$ cat config.mk
export PLATFORM = sky130hd
export DESIGN_NAME = freq_sweeper_multimode
export DESIGN_NICKNAME = d
export VERILOG_FILES = /design/src/rtl/freq_sweeper_multimode.sv
export SDC_FILE = /design/constraint.sdc
export NUM_CORES = 1
export LEC_CHECK = 0
export CAP_MARGIN = 0
export CORE_MARGIN = 1.5
export CORE_UTILIZATION = 25
export CTS_BUF_LIST = sky130_fd_sc_hd__clkbuf_2 sky130_fd_sc_hd__clkbuf_4 sky130_fd_sc_hd__clkbuf_8
export CTS_CLUSTER_SIZE = 40
export DETAILED_ROUTE_END_ITERATION = 8
export DONT_BUFFER_PORTS = 1
export GPL_TIMING_DRIVEN = 0
export SETUP_SLACK_MARGIN = 0.3
export SYNTH_ARGS = -nofsm -noshare
export SYNTH_HDL_FRONTEND = slang
export SYNTH_SLANG_ARGS = --single-unit
$ cat constraint.sdc
create_clock -name clk -period 8.1 [get_ports clk]
set_input_delay 0.405 -clock clk [delete_from_list [all_inputs] [get_ports clk]]
set_output_delay 0.405 -clock clk [all_outputs]
set_load 0.05 [all_outputs]
$ cat src/rtl/freq_sweeper_multimode.sv
// DDS tuning-word controller: linear up/down/triangle sweeps and a PI phase-tracking loop.
// Optional lock detector (pll_locked, LOCK_THRESH) is built when FREQ_SWEEPER_LOCK_DETECT_EN is defined.
module freq_sweeper_multimode #(
  parameter int FTW_W       = 32,
  parameter int CYC_W       = 16,
  parameter int STEP_W      = 8,
  parameter int PHASE_W     = 16,
  parameter int KP_SHIFT    = 3,
  parameter int KI_SHIFT    = 0,
  parameter int LOCK_CYCLES = 1024,
  parameter int TRACK_DIV   = 16
`ifdef FREQ_SWEEPER_LOCK_DETECT_EN
  ,
  parameter int LOCK_THRESH = 64
`endif
) (
  input  logic               clk,
  input  logic               reset,
  input  logic               instr_valid,
  output logic               instr_ready,
  input  logic [1:0]         instr_mode,
  input  logic [FTW_W-1:0]   instr_init_freq,
  input  logic [FTW_W-1:0]   instr_freq_step,
  input  logic [CYC_W-1:0]   instr_cycles,
  input  logic [STEP_W-1:0]  instr_steps,
  input  logic               abort,
  input  logic [PHASE_W-1:0] phase_error,
  output logic [FTW_W-1:0]   dds_freq,
  output logic               sweep_start,
  output logic               sweep_done,
  output logic               pll_enable,
  output logic               busy
`ifdef FREQ_SWEEPER_LOCK_DETECT_EN
  ,
  output logic               pll_locked
`endif
);

  typedef enum logic [1:0] {IDLE, SWEEP, PLL_LOCK, PLL_TRACK} state_t;

  localparam logic [1:0] MODE_UP  = 2'd0;
  localparam logic [1:0] MODE_TRI = 2'd2;
  localparam logic [1:0] MODE_PLL = 2'd3;

  localparam int TMR_W = (CYC_W > 32) ? CYC_W : 32;
  localparam logic [TMR_W-1:0] LOCK_LOAD  = TMR_W'(LOCK_CYCLES - 1);
  localparam logic [TMR_W-1:0] TRACK_LOAD = TMR_W'(TRACK_DIV - 1);

  // Wide enough that integ + (e <<< KI_SHIFT) can never overflow before clamping.
  localparam int SUM_W = FTW_W + KI_SHIFT + 2;
  localparam logic signed [SUM_W-1:0] I_MAX = {{(SUM_W-FTW_W+1){1'b0}}, {(FTW_W-1){1'b1}}};
  localparam logic signed [SUM_W-1:0] I_MIN = -I_MAX;

  state_t                    state_q, state_d;
  logic [1:0]                mode_q, mode_d;
  logic [FTW_W-1:0]          init_q, init_d;
  logic [FTW_W-1:0]          step_q, step_d;
  logic [CYC_W-1:0]          cycles_q, cycles_d;
  logic [STEP_W-1:0]         steps_q, steps_d;
  logic [STEP_W-1:0]         step_cnt_q, step_cnt_d;
  logic                      down_q, down_d;
  logic [TMR_W-1:0]          timer_q, timer_d;
  logic [FTW_W-1:0]          dds_q, dds_d;
  logic signed [FTW_W-1:0]   integ_q, integ_d;
  logic                      start_q, start_d;
  logic                      done_q, done_d;

  logic signed [SUM_W-1:0]   e_wide, integ_ext, integ_sum, integ_sat;
  logic [FTW_W-1:0]          p_term;
  logic                      pi_upd;

  assign e_wide    = {{(SUM_W-PHASE_W){phase_error[PHASE_W-1]}}, phase_error};
  assign integ_ext = {{(SUM_W-FTW_W){integ_q[FTW_W-1]}}, integ_q};
  assign integ_sum = integ_ext + (e_wide <<< KI_SHIFT);
  assign integ_sat = (integ_sum > I_MAX) ? I_MAX : ((integ_sum < I_MIN) ? I_MIN : integ_sum);
  assign p_term    = e_wide[FTW_W-1:0] << KP_SHIFT;
  assign pi_upd    = (state_q == PLL_TRACK) && !abort && (timer_q == '0);

  always_ff @(posedge clk or posedge reset) begin
    if (reset) begin
      state_q    <= IDLE;
      mode_q     <= '0;
      init_q     <= '0;
      step_q     <= '0;
      cycles_q   <= '0;
      steps_q    <= '0;
      step_cnt_q <= '0;
      down_q     <= 1'b0;
      timer_q    <= '0;
      dds_q      <= '0;
      integ_q    <= '0;
      start_q    <= 1'b0;
      done_q     <= 1'b0;
    end else begin
      state_q    <= state_d;
      mode_q     <= mode_d;
      init_q     <= init_d;
      step_q     <= step_d;
      cycles_q   <= cycles_d;
      steps_q    <= steps_d;
      step_cnt_q <= step_cnt_d;
      down_q     <= down_d;
      timer_q    <= timer_d;
      dds_q      <= dds_d;
      integ_q    <= integ_d;
      start_q    <= start_d;
      done_q     <= done_d;
    end
  end

  always_comb begin
    state_d    = state_q;
    mode_d     = mode_q;
    init_d     = init_q;
    step_d     = step_q;
    cycles_d   = cycles_q;
    steps_d    = steps_q;
    step_cnt_d = step_cnt_q;
    down_d     = down_q;
    timer_d    = timer_q;
    dds_d      = dds_q;
    integ_d    = integ_q;
    start_d    = 1'b0;
    done_d     = 1'b0;
    unique case (state_q)
      IDLE: begin
        if (instr_valid && !abort) begin
          mode_d     = instr_mode;
          init_d     = instr_init_freq;
          step_d     = instr_freq_step;
          cycles_d   = instr_cycles;
          steps_d    = instr_steps;
          step_cnt_d = '0;
          down_d     = 1'b0;
          dds_d      = instr_init_freq;
          if (instr_mode == MODE_PLL) begin
            state_d = PLL_LOCK;
            integ_d = '0;
            timer_d = LOCK_LOAD;
          end else begin
            state_d = SWEEP;
            start_d = 1'b1;
            timer_d = TMR_W'(instr_cycles);
          end
        end
      end
      SWEEP: begin
        if (abort) begin
          state_d = IDLE;
        end else if (timer_q != '0) begin
          timer_d = timer_q - TMR_W'(1);
        end else begin
          timer_d = TMR_W'(cycles_q);
          if (step_cnt_q < steps_q) begin
            step_cnt_d = step_cnt_q + STEP_W'(1);
            if (mode_q == MODE_UP || (mode_q == MODE_TRI && !down_q))
              dds_d = dds_q + step_q;
            else
              dds_d = dds_q - step_q;
          end else if (mode_q == MODE_TRI && !down_q && steps_q != '0) begin
            // Peak already dwelt: the down leg starts with its first step.
            down_d     = 1'b1;
            step_cnt_d = STEP_W'(1);
            dds_d      = dds_q - step_q;
          end else begin
            state_d = IDLE;
            done_d  = 1'b1;
          end
        end
      end
      PLL_LOCK: begin
        if (abort) begin
          state_d = IDLE;
        end else if (timer_q == '0) begin
          state_d = PLL_TRACK;
          timer_d = TRACK_LOAD;
        end else begin
          timer_d = timer_q - TMR_W'(1);
        end
      end
      PLL_TRACK: begin
        if (abort) begin
          state_d = IDLE;
        end else if (pi_upd) begin
          integ_d = integ_sat[FTW_W-1:0];
          dds_d   = init_q + p_term + integ_sat[FTW_W-1:0];
          timer_d = TRACK_LOAD;
        end else begin
          timer_d = timer_q - TMR_W'(1);
        end
      end
      default: state_d = IDLE;
    endcase
  end

  assign instr_ready = (state_q == IDLE) && !abort;
  assign busy        = (state_q != IDLE);
  assign pll_enable  = (state_q == PLL_LOCK) || (state_q == PLL_TRACK);
  assign dds_freq    = dds_q;
  assign sweep_start = start_q;
  assign sweep_done  = done_q;

`ifdef FREQ_SWEEPER_LOCK_DETECT_EN
  logic [PHASE_W:0] pe_abs;
  logic [3:0]       lock_cnt_q;
  logic             locked_q;

  assign pe_abs = e_wide[SUM_W-1] ? (PHASE_W+1)'(-e_wide) : (PHASE_W+1)'(e_wide);

  always_ff @(posedge clk or posedge reset) begin
    if (reset) begin
      lock_cnt_q <= '0;
      locked_q   <= 1'b0;
    end else if (state_d != PLL_TRACK) begin
      lock_cnt_q <= '0;
      locked_q   <= 1'b0;
    end else if (pi_upd) begin
      if (pe_abs < (PHASE_W+1)'(LOCK_THRESH)) begin
        lock_cnt_q <= (lock_cnt_q == 4'd8) ? 4'd8 : lock_cnt_q + 4'd1;
        locked_q   <= (lock_cnt_q >= 4'd7);
      end else begin
        lock_cnt_q <= '0;
        locked_q   <= 1'b0;
      end
    end
  end

  assign pll_locked = locked_q;
`endif

endmodule

* Yosys cells after proc, flatten, opt, wreduce, memory -nomap -nowiden
Index checks and enable logic that the tools add are counted.
** Cells by class
- Add/subtract/negate cells :: 7
- Order comparisons :: 3
- Equality and inequality tests :: 20
- Muxes and demuxes :: 55
- Reductions and logical operators :: 26
** Operators by type and width (count)
- $mux 32 :: 21
- $pmux 32 s4 :: 1
- $add 32x32->32 :: 3
- $pmux 32 s3 :: 1
- $pmux 32 s2 :: 1
- $mux 8 :: 5
- $add 32x16->33 :: 1
- $gt 33x32->1 const B :: 1
- $lt 33x32->1 const B :: 1
- $logic_not 32->1 :: 1
- $reduce_bool 32->1 :: 1
- $sub 32x1->32 const B :: 1
- $sub 32x32->32 :: 1
- $ne 2x2->1 const B :: 10
- $mux 2 :: 9
- $mux 16 :: 1
- $pmux 8 s2 :: 1
- $ne 3x3->1 const B :: 5
- $mux 1 :: 13
- $reduce_and 6->1 :: 2
- $reduce_and 5->1 :: 2
- $add 8x1->8 const B :: 1
- $eq 2x2->1 const B :: 4
- $lt 8x8->1 :: 1
- other kinds (13) :: 23
** Word-level totals
- Flip-flop bits (word level) :: 199
- Input port bits :: 110
- Logic and storage cells :: 124

* Longest topological paths before layout
Gate-level depths: netlist (run 1).
- Word-level depth :: 8
- Depth in mapped cells :: 28
- Gate-level depth less buffers :: 27

* Worst setup path before layout (run 1)
Ideal clock, no wire load.
- Path type :: input port to flip-flop
- Start point :: input port phase_error[0]
- End point :: register dds_q[31], in the netlist dds_freq[31]
- Arrival time :: 6.036 ns
- Path slack :: 1.937 ns
- Stages :: 28
- Path buffers :: 1
- Cell sequence :: ha_1 > inv_1 > fa_1 > nand2b_1 > a211oi_1 > o2111ai_1 > nand3_1 > xor2_1 > or4_1 > nor4_1 > nand4_1 > a21oi_1 > buf_2 > o21ai_1 > ha_1 > ha_1 > fa_1 > a21o_1 > a221oi_1 > o2bb2ai_1 > o211ai_1 > a31oi_1 > o221ai_1 > a21boi_0 > o21bai_1 > xnor2_1 > a211oi_2 > a21oi_1
** Between the ends
- Cells in the longest elaborated chain, start to end :: 8
** Ends and longest elaborated chain
- from (decl) :: RTL line 27 : input logic [PHASE_W-1:0] phase_error,
- $add 32x16->33 :: RTL line 74 : assign integ_sum = integ_ext + (e_wide <<< KI_SHIFT);
- $lt 33x32->1 :: RTL line 75 : assign integ_sat = (integ_sum > I_MAX) ? I_MAX : ((integ_sum < I_MIN) ? I_MIN : integ_sum);
- $mux 32 (2 in series) :: RTL line 75
- $add 32x32->32 (*) :: RTL line 186 : dds_d = init_q + p_term + integ_sat[FTW_W-1:0];
- $mux 32 (*) :: RTL line 184 : end else if (pi_upd) begin
- $mux 32 (*) :: RTL line 182 : if (abort) begin
- $pmux 32 s3 (*) :: RTL line 125 : unique case (state_q)
- to (signal assigned) :: RTL line 104 : dds_q <= dds_d;
- to (decl) :: RTL line 63 : logic [FTW_W-1:0] dds_q, dds_d;
Every way passes the cells marked *; elsewhere a longest branch is shown, timed or not. The select of a mux whose other input is x is not followed.
A chain may end at the register's enable or synchronous reset.

* Worst setup path after layout (run 1)
- Start point :: register integ_q[0]
- End point :: register dds_q[31], in the netlist dds_freq[31]
** Between the ends
- Cells in the longest elaborated chain, start to end :: 8
** Ends and longest elaborated chain
- from (decl) :: RTL line 64 : logic signed [FTW_W-1:0] integ_q, integ_d;
- from (signal assigned) :: RTL line 105 : integ_q <= integ_d;
- $add 32x16->33 (*) :: RTL line 74
- $lt 33x32->1 :: RTL line 75
- $mux 32 :: RTL line 75
- $mux 32 (*) :: RTL line 75
- $add 32x32->32 (*) :: RTL line 186
- $mux 32 (*) :: RTL line 184
- $mux 32 (*) :: RTL line 182
- $pmux 32 s3 (*) :: RTL line 125
Marked as above.

==> results of run 1 <==
## cell usage in the layout (no fill, tap or decap), drive strengths merged, types with 15 or more instances in the layout
| cell | n |
|---|---|
| a211oi | 24 |
| a21o | 35 |
| a21oi | 222 |
| a31oi | 24 |
| and2 | 15 |
| buf | 28 |
| clkbuf | 98 |
| dfrtp | 199 |
| dlygate4sd3 | 89 |
| fa | 32 |
| ha | 137 |
| inv | 110 |
| nand2 | 381 |
| nand2b | 24 |
| nand3 | 41 |
| nor2 | 165 |
| nor2b | 18 |
| nor3 | 42 |
| nor4 | 15 |
| o211ai | 25 |
| o21ai | 208 |
| o21bai | 17 |
| xnor2 | 61 |
| xor2 | 33 |
## per-layer routing
metal | GRT usage (%) | wire length, um | vias to the layer above | share of wire, %
met5 | 0 | 13 | - | 0.022
met4 | 3.923 | 946 | 2 | 1.6
met3 | 5.323 | 6374 | 55 | 11
met2 | 24.77 | 24860 | 601 | 41
met1 | 24.24 | 27870 | 7980 | 46
li1 | - | - | 7906 | -
## state kept, by name, indices dropped and copies added (netlist names)
name and flops:
dds_freq 32, init_q 32, integ_q 32, step_q 32, timer_q 32, cycles_q 16
step_cnt_q 8, steps_q 8, mode_q 2, state_q 2, down_q 1, sweep_done 1
sweep_start 1
## worst paths after layout
kind                               startpoint  slack, ps           end  cells past startpoint
setup / recovery                   integ_q[0]        700  dds_freq[31]                     28
hold reg to reg                   cycles_q[5]        490   cycles_q[5]                      2
max in group asynchronous               reset       6570    integ_q[4]                      3
min in group asynchronous               reset        490   timer_q[22]                      2
hold / removal             instr_freq_step[1]         40     step_q[1]                      2
setup reg to reg                   integ_q[0]        700  dds_freq[31]                     28
## area by class of cell
cell class / count / area, um^2 / share of cell area [%]
flip-flops and latches: 199 / 4980 / 25.39
clock inverters: 11 / 140.1 / 0.7145
plain buffers: 103 / 450.4 / 2.297
repair buffers: 92 / 930.9 / 4.746
well taps: 873 / 1092 / 5.569
multi-input cells: 1754 / 11320 / 57.72
clock buffers: 20 / 262.8 / 1.340
diodes: 12 / 30.03 / 0.1531
inverters: 106 / 405.4 / 2.067
## logic make-up after synthesis
kind of cell	after synthesis
adders and majority gates	170
and+or+nand+nor	775
buffers and inverters	209
muxes	15
AOI/OAI and AO/OA	700
xor gates and xnor gates	94
DFF	199
## metrics by stage
stage	std cells	hold WS [ps]
floorplan	2162	439.7
global placement	3035	460.8
detailed placement	3037	441.4
CTS	3157	8.079
global route	3163	47.58
finish	3170	42.19
## where the power goes
| group | switching (mW) | internal [mW] |
|---|---|---|
| combinational | 2.01 | 1.32 |
| clock | 0.427 | 0.295 |
| sequential | 0.410 | 1.17 |
## cell usage after synthesis (12+ instances only)
library cell | number | area share [%]
a211oi_1 | 23 | 1.0
a21o_1 | 35 | 1.5
a21oi_1 | 201 | 5.9
a21oi_2 | 21 | 1.1
a31oi_1 | 24 | 0.88
and2_1 | 14 | 0.51
buf_2 | 19 | 0.56
clkbuf_1 | 77 | 1.7
dfrtp_1 | 199 | 29
fa_1 | 32 | 3.7
ha_1 | 137 | 10
inv_1 | 105 | 2.3
mux2i_1 | 12 | 0.70
nand2_1 | 380 | 8.3
nand2b_1 | 24 | 0.88
nand3_1 | 41 | 1.2
nand4_1 | 14 | 0.51
nor2_1 | 164 | 3.6
nor2b_1 | 18 | 0.66
nor3_1 | 40 | 1.2
nor4_1 | 14 | 0.51
o211ai_1 | 25 | 1.1
o21ai_0 | 179 | 5.2
o21ai_1 | 29 | 0.85
o21bai_1 | 16 | 0.70
or3_1 | 13 | 0.48
xnor2_1 | 59 | 3.0
xor2_1 | 33 | 1.7
## repair_timing
item                       4_1_cts  5_1_grt
hold endpoints to repair       184        0
buffers inserted                 0        1
gates resized for setup          0        7
hold buffers                    89        0
setup endpoints to repair        0        9
## worst max-delay path: cells and delay by family (launching register included)
family / cells / cell delay, ps
compound gates: 14 / 3190
simple gates: 6 / 1630
fa+ha+maj: 5 / 1600
flops: 1 / 380
buf+inv: 2 / 310
xor+xnor: 1 / 170
==> run summary, run 1 <==
Most common cell on crit path = ha_1
Core area = 0.06751 mm^2
Number of distinct library cells after synthesis = 98
Design area = 0.01961 mm^2
Post-Synth Adder-Cell Area = 13.81%
Setup Crit Path Kind = flop to flop
Share of cells above drive strength 1 = 5.514%
Initial Util = 25.36%
DRC viols = 0
Drt total wl = 60.07 mm
Final min period = 7401 ps
Fmax = 0.1351 GHz
Fillers = 7,388
Peak fanout along the critical path = 10
YS warnings = 0
First-pass GRT wire length = 92.66 mm
CP Capture Type = flop
Cells after Synth = 2,162
Fin. max-slew vios = 0
Vias in the first global route = 15,962
Worst skew pair latency = 560 ps
WL/cell = 18.95 um
Core Util, Final = 29.05%
Largest net degree at the start of global routing = 108
Synth-to-layout area growth = 14.55%
Syn avg cell area = 7.919 um^2
Synth Area in Compound Gates = 26.10%
Worst EP arrival = 7860 ps
Combinational family with the most area after synthesis = compound AO/OA/AOI/OAI gates
Root buf cell = clkbuf_8
DP Worst Slack = 483.5 ps
# clock sinks = 199
Mapped cell area = 0.01712 mm^2
Hold Path Class = primary input to flop
Ys async rst share = 100.0%
Post-synthesis mux area share = 0.8989%
Die Y = 264.7 um
Vias per std cell = 5.219
Post-Syn Nets = 2,441
Final cycle utilization of the critical path = 91.37%
Critical Path RT = 8560 ps
Total of max-cap violations = 0
# port buffers = 0
Boundary Pins = 147
Drt first pass iters = 6
Setup TNS = 0 ps
Status = complete, no violations
LEAKAGE = 8.356 nW
Worst-path clk slew = 120 ps
Post-DP Area = 0.01825 mm^2
Die Footprint = 0.07006 mm^2
Hpwl dp = 46.41 mm
GRT Total Usage = 16.99%
Worst-margin pin slew = 1173 ps
Final WS setup = 699.1 ps
Worst path max stage delay = 430 ps
GRT overflow = 0
Slowest stage cell, crit path = fa_1
# rows = 95
Clk buf depth = 2
Initial antenna violation count = 10
Max rail drop VDD = 0.1563 mV
Num CTS Buffers = 17
Final setup vio count = 0
CTS tree = built
Via Count = 16,544
Main synth FF type = dfrtp_1
Routed Antenna Nets = 0
Slew headroom = 20.81%
Total power = 5.634 mW
Placer Congestion = 0.9162
RSZ-0062 raised after global routing = true
1st-iter DRT viols = 1,511
Synthesis-stage register bit count = 199
Final hold violation count = 0
Worst clock skew = 18.05 ps
CTS H-tree depth = 4
Crit path launch type = flop
Post-synthesis sequential area ratio = 29.09%
Synth Area in XOR/XNOR = 4.896%
Post-synth EDFFs = 0
Simple-gate share of the synthesized area = 20.26%
Nets@finish = 2,552
Die width = 264.7 um
Power per cell area = 287.3 mW/mm^2
No activity file was read; power rests on OpenSTA's default activity.
==> run 2, diff against run 1 <==
ABC_AREA = 1   (was not set)
CORE_UTILIZATION = 60   (was 25)
PLACE_DENSITY = 0.76   (was not set)
==> run summary, run 2 <==
Status = complete, no violations
Most common cell in the netlist = nand2_1
Crit Reg-Reg Startpoint = integ_q[0]
CP Capture Type = flop
Top-area cell type share of the netlist area = 27.83% (-1.3 points)
Fin. max-slew vios = 0 (unchanged)
LEAKAGE = 10.22 nW (+22%)
Critical Path RT = 8510 ps (-50 ps)
Die width = 175.7 um (-34%)
Cells after Synth = 2,727 (+26%)
Hold path startpoint = instr_mode[1]
Hold Path Class = primary input to flop
Share of cells above drive strength 1 = 3.217% (-2.3 points)
Initial antenna violation count = 1 (-9)
Worst skew pair latency = 550 ps (about the same)
Worst-margin pin slew = 1135 ps (-37.87 ps)
Synth top cells by count = nand2_1, inv_1, o21ai_0
Max rail drop VDD = 0.2823 mV (+81%)
Synth-to-layout area growth = 9.244%
Slowest stage cell, crit path = o21ai_0
Crit path launch type = flop
Crit path launch = integ_q[0]
Synth Area in XOR/XNOR = 1.958% (-2.9 points)
Switching Power = 4.821 mW (+70%)
Combinational family with the most area after synthesis = simple AND/OR/NAND/NOR gates
Clock Power Share = 9.0% (-3.8 points)
Fillers = 2,671 (-64%)
Post-CTS Resized = 0 (unchanged)
Synth Area in Compound Gates = 17.27% (-8.8 points)
Post-Syn Nets = 3,006 (+23%)
Worst-path clk slew = 110 ps (about the same)
Mapped cell area = 0.01789 mm^2 (+4.5%)
GRT overflow = 0 (unchanged)
CTS H-tree depth = 4 (unchanged)
Synthesis-stage register bit count = 199 (unchanged)
Power per cell area = 418.1 mW/mm^2 (+46%)
Post-synth EDFFs = 0 (unchanged)
# clock sinks = 199 (unchanged)
Number of distinct library cells after synthesis = 49 (-50%)
Core area = 0.02948 mm^2 (-56%)
Vias per std cell = 5.926 (+14%)
1st-iter DRT viols = 1,974 (+31%)
Peak fanout along the critical path = 10 (unchanged)
Num CTS Buffers = 17 (unchanged)
Comb power frac = 67.0% (+7.9 points)
Main synth FF type = dfrtp_1
CTS tree = built
RSZ-0062 raised after global routing = false
Die Footprint = 0.03087 mm^2 (-56%)
Most frequent cells in the layout = nand2_1, inv_1, o21ai_0, nor2_1, a21oi_1
Area leader, netlist = dfrtp_1
Worst EP arrival = 6560 ps (-1300 ps)
Simple-gate share of the synthesized area = 29.77% (+9.5 points)
First-pass GRT wire length = 94.52 mm (+2.0%)
Drt total wl = 61.64 mm (+2.6%)
Vias in the first global route = 17,902 (+12%)
Final hold violation count = 0 (unchanged)
Clk buf depth = 2 (unchanged)
Slew headroom = 24.33% (+3.5 points)
Hpwl dp = 48.25 mm (+4.0%)
Post-Synth Adder-Cell Area = 13.16% (-0.65 points)
Boundary Pins = 147 (unchanged)
Finished Layout Cells = 3,220 (+1.6%)
Final min period = 6145 ps (-1256 ps)
# port buffers = 0 (unchanged)
Worst path max stage delay = 480 ps (+50 ps)
P_int = 3.351 mW (+20%)
Drt first pass iters = 5 (-1)
Main area contributors after synthesis = dfrtp_1, nand2_1, ha_1
Worst clock skew = 26.55 ps (+8.497 ps)
GRT Total Usage = 39.75% (+23 points)
Setup Crit Path Kind = flop to flop
Placer Congestion = 1.025 (+12%)
Commonest non-fill, non-tap cell in the layout = nand2_1
Fmax = 0.1627 GHz (+20%)
Most common cell on crit path = nand2_1
Setup TNS = 0 ps (unchanged)
Root buf cell = clkbuf_8
Syn avg cell area = 6.562 um^2 (-17%)
Placed insts = 3,118 (+2.7%)
Sequential power share = 24.1% (-4.0 points)
Final setup vio count = 0 (unchanged)
Via Count = 19,081 (+15%)
Initial Util = 60.70% (+35 points)
Post-synthesis sequential area ratio = 27.83% (-1.3 points)
Die Y = 175.7 um (-34%)
Routed Antenna Nets = 0 (unchanged)
Nets@finish = 3,095 (+21%)
Post-synthesis mux area share = 0% (-0.90 points)
YS warnings = 0 (unchanged)
WL/cell = 19.14 um (+1.0%)
Sw Ratio = 58.99% (+8.5 points)
Final cycle utilization of the critical path = 75.86% (-16 points)
Total of max-cap violations = 0 (unchanged)
# rows = 63 (-34%)
DRC viols = 0 (unchanged)
Largest net degree at the start of global routing = 105 (-2.8%)
Ys async rst share = 100.0% (unchanged)
==> run 2: kinds of logic (layout without fill, tap and decap cells) <==
logic type | after synthesis | in the layout
simple gates | 1290 | 1290
flops | 199 | 199
compound gates | 568 | 568
buf+inv | 461 | 563
other cells | 0 | 1
fa+ha+maj | 169 | 169
xor+xnor | 40 | 40
==> run 2: critical path, delay by kind of cell, from the launching register on <==
kind                     cells  cell delay (ps)
AND/OR/NAND/NOR             25             2120
buffers and inverters        4              420
adder cells (fa/ha/maj)      4             1490
AO/OA/AOI/OAI                6             1590
flip-flops                   1              370
==> run 2: layout make-up <==
class,instances,area (um^2),area share [%]
Antenna cell,1,2.502,0.01280
Buffer,69,319.1,1.632
Clock buffer,19,255.2,1.306
Clock inverter,13,182.7,0.9345
Inverter,392,1479,7.566
Multi-Input combinational cell,2067,11120,56.90
Sequential cell,199,4980,25.48
Tap cell,390,488.0,2.496
Timing Repair Buffer,70,718.2,3.674
==> run 2: final timing paths <==
check	endpoint	slack (ps)	cells past startpoint
worst max-delay path	dds_freq[21]	1950	39
worst min-delay path	mode_q[1]	6	2
worst max register to register	dds_freq[21]	1950	39
worst min register to register	integ_q[2]	500	2
max in group asynchronous	dds_freq[14]	6680	3
min in group asynchronous	timer_q[27]	440	2
==> run 2: timing repair <==
action | in CTS | in global routing
buffers inserted | 0 | 0
hold endpoints to repair | 163 | 0
hold buffers | 69 | 0
endpoints found under the setup margin | 0 | 0
==> run 2: power by group through the flow <==
stage          Combinational (mW)  Sequential (mW)  Clock [mW]
3_3_place_gp                 5.15             1.96           0
5_1_grt                      6.03             2.00       0.763
6_report                     5.47             1.97       0.735
4_1_cts                      5.30             1.96       0.734
2_1_floorplan                3.79             1.86           0
3_5_place_dp                 5.22             1.98           0
==> run 2: through the flow <==
stage / worst slack (ps) / total power, mW / area (um^2) / hold slack [ps] / utilization (%)
final: 1955 / 8.172 / 19550 / 6.085 / 66.31
after global routing: 1368 / 8.788 / 19550 / 12.06 / 66.30
after detailed placement: 2085 / 7.198 / 18420 / 400.1 / 62.47
after floorplan: 2269 / 5.649 / 17890 / 436.7 / -
after global placement: 213.7 / 7.113 / 18380 / 459.5 / 62.35
after CTS: 2118 / 7.991 / 19550 / 0.1100 / 66.30
==> run 2: layer usage <==
metal | track usage, % | wire [um]
met5 | 0 | 0
met4 | 16.38 | 2319
met2 | 64.66 | 28330
met3 | 8.398 | 5807
met1 | 51.41 | 25170
==> run 3, diff against run 2 <==
clock period = 6.1 ns   (was 8.1 ns; I/O delays follow)
==> run summary, run 3 (same netlist as run 2, synthesis figures left out) <==
Peak fanout along the critical path = 10 (unchanged)
Fillers = 2,626 (-1.7%)
Hold slack = 12.68 ps (+6.597 ps)
Power per cell area = 553.0 mW/mm^2 (+32%)
Die Footprint = 0.03087 mm^2 (unchanged)
Routed Antenna Nets = 0 (unchanged)
Final cycle utilization of the critical path = 89.06% (+13 points)
Nets@finish = 3,118 (+0.74%)
Clk buf depth = 2 (unchanged)
Worst R2R Setup Slack = 670 ps (-1290 ps)
Crit path launch type = flop
Most common cell on crit path = nand2_1
DRC viols = 0 (unchanged)
Status = complete, no violations
Hold path depth = 3 (+1)
Drt first pass iters = 6 (+1)
# rows = 63 (unchanged)
Hold Path End = state_q[0]
Commonest non-fill, non-tap cell in the layout = nand2_1
Worst EP arrival = 5850 ps (-710 ps)
Hold path startpoint = abort
Initial antenna violation count = 2 (+1)
DP Worst Slack = 137.9 ps (-1947 ps)
Num CTS Buffers = 17 (unchanged)
Root buf cell = clkbuf_8
Share of cells above drive strength 1 = 3.682% (+0.46 points)
RSZ-0062 raised after global routing = true
Worst skew pair latency = 550 ps (about the same)
Most frequent cells in the layout = nand2_1, inv_1, o21ai_0, nor2_1, a21oi_1
Total of max-cap violations = 0 (unchanged)
WL/cell = 19.11 um (-0.17%)
Crit Reg-Reg Startpoint = integ_q[0]
CP Capture Type = flop
Register area = 0.004980 mm^2 (unchanged)
Multi-input logic area = 0.01118 mm^2 (+0.52%)
Vias in the first global route = 18,019 (+0.65%)
Hold Path Class = primary input to flop
Largest net degree at the start of global routing = 105 (unchanged)
GRT Total Usage = 39.93% (+0.19 points)
Register-to-Register Path Depth = 39 (unchanged)
1st-iter DRT viols = 2,007 (+1.7%)
Drt total wl = 61.97 mm (+0.54%)
Total power = 10.97 mW (+34%)
Slew headroom = 23.20% (-1.1 points)
Placer Congestion = 1.025 (unchanged)
Via Count = 19,246 (+0.86%)
WP buf/inv = 4 (unchanged)
CP top delay family = simple AND/OR/NAND/NOR gates
Die width = 175.7 um (unchanged)
Final setup vio count = 0 (unchanged)
Worst-path clk slew = 130 ps (+20 ps)
Boundary Pins = 147 (unchanged)
GRT overflow = 0 (unchanged)
Final min period = 5432 ps (-712.6 ps)
Fin. max-slew vios = 0 (unchanged)
Initial Util = 60.70% (unchanged)
Synth-to-layout area growth = 10.81%
Setup Crit Path Kind = flop to flop
# clock sinks = 199 (unchanged)
Fmax = 0.1841 GHz (+13%)
# port buffers = 0 (unchanged)
Core area = 0.02948 mm^2 (unchanged)
Die Y = 175.7 um (unchanged)
Worst-margin pin slew = 1152 ps (+16.90 ps)
CTS tree = built
Worst path max stage delay = 410 ps (-70 ps)
Worst clock skew = 29.35 ps (+2.805 ps)
Critical Path RT = 6520 ps (-1990 ps)
CTS H-tree depth = 4 (unchanged)
First-pass GRT wire length = 95.14 mm (+0.66%)
Hpwl dp = 48.25 mm (unchanged)
Slowest stage cell, crit path = dfrtp_1
RR Endpoint = dds_freq[21]
Vias per std cell = 5.935 (+0.15%)
LEAKAGE = 10.33 nW (+1.1%)
Core Util, Final = 67.26% (+0.95 points)
Max rail drop VDD = 0.4382 mV (+55%)
Final hold violation count = 0 (unchanged)
Final WS setup = 667.6 ps (-1287 ps)
[run 3: changes by cell type in the layout (fill, tap and decap cells not counted), sizes merged]
cell | previous run | this run
dlygate4sd3 | 69 | 89
buf | 23 | 26
[run 3: worst max path at each step]
stage,startpoint,endpoint,slack [ps],cells after the start
after floorplan,reset,cycles_q[0],370,1
after global placement,reset,step_q[26],-1690,1
after detailed placement,integ_q[0],dds_freq[21],140,39
after CTS,integ_q[0],dds_freq[21],340,39
after global routing,integ_q[0],dds_freq[21],260,39
final,integ_q[0],dds_freq[21],670,39
[run 3: cell type report]
class                      count  share of cell area [%]
tap                          390                   2.461
clock inverter                13                  0.9213
antenna                        1                 0.01262
buffer                        69                   1.609
inverter                     392                   7.459
multi-input combinational   2067                   56.39
sequential                   199                   25.12
clock buffer                  19                   1.287
timing repair buffer          93                   4.745
[run 3: what timing repair did]
item,4_1_cts,5_1_grt
setup endpoints to repair,1,20
setup buffers,0,3
endpoints found under the hold margin,208,0
pin swaps,0,3
gates resized for setup,2,20
hold buffers,89,0
[run 3: report_power, final]
group	internal [mW]	switching, mW	leakage, nW	total [mW]
clock network	0.401	0.572	0.223	0.973
logic	2.31	5.07	7.59	7.38
registers	1.78	0.830	2.52	2.61
total	4.50	6.47	10.3	11.0
[run 3: per-layer routing]
layer / track usage (%) / vias up / routed length (um)
met5: 0 / - / 12
met4: 15.92 / 2 / 2210
met3: 7.749 / 154 / 5877
met2: 65.89 / 1015 / 28810
met1: 51.51 / 8980 / 25050
li1: - / 9095 / -
[run 3: through the flow]
stage | instance area, um^2 | setup TNS, ps | cells
finish | 19830 | 0 | 3243
global route | 19830 | 0 | 3243
CTS | 19750 | 0 | 3239
detailed placement | 18420 | 0 | 3118
global placement | 18380 | -331130 | 3117
floorplan | 17890 | 0 | 2727
[run 3: worst min-delay path, stage by stage]
cell	delay (ps)
o21ai_0	70
nor2_1	110
a21oi_1	50
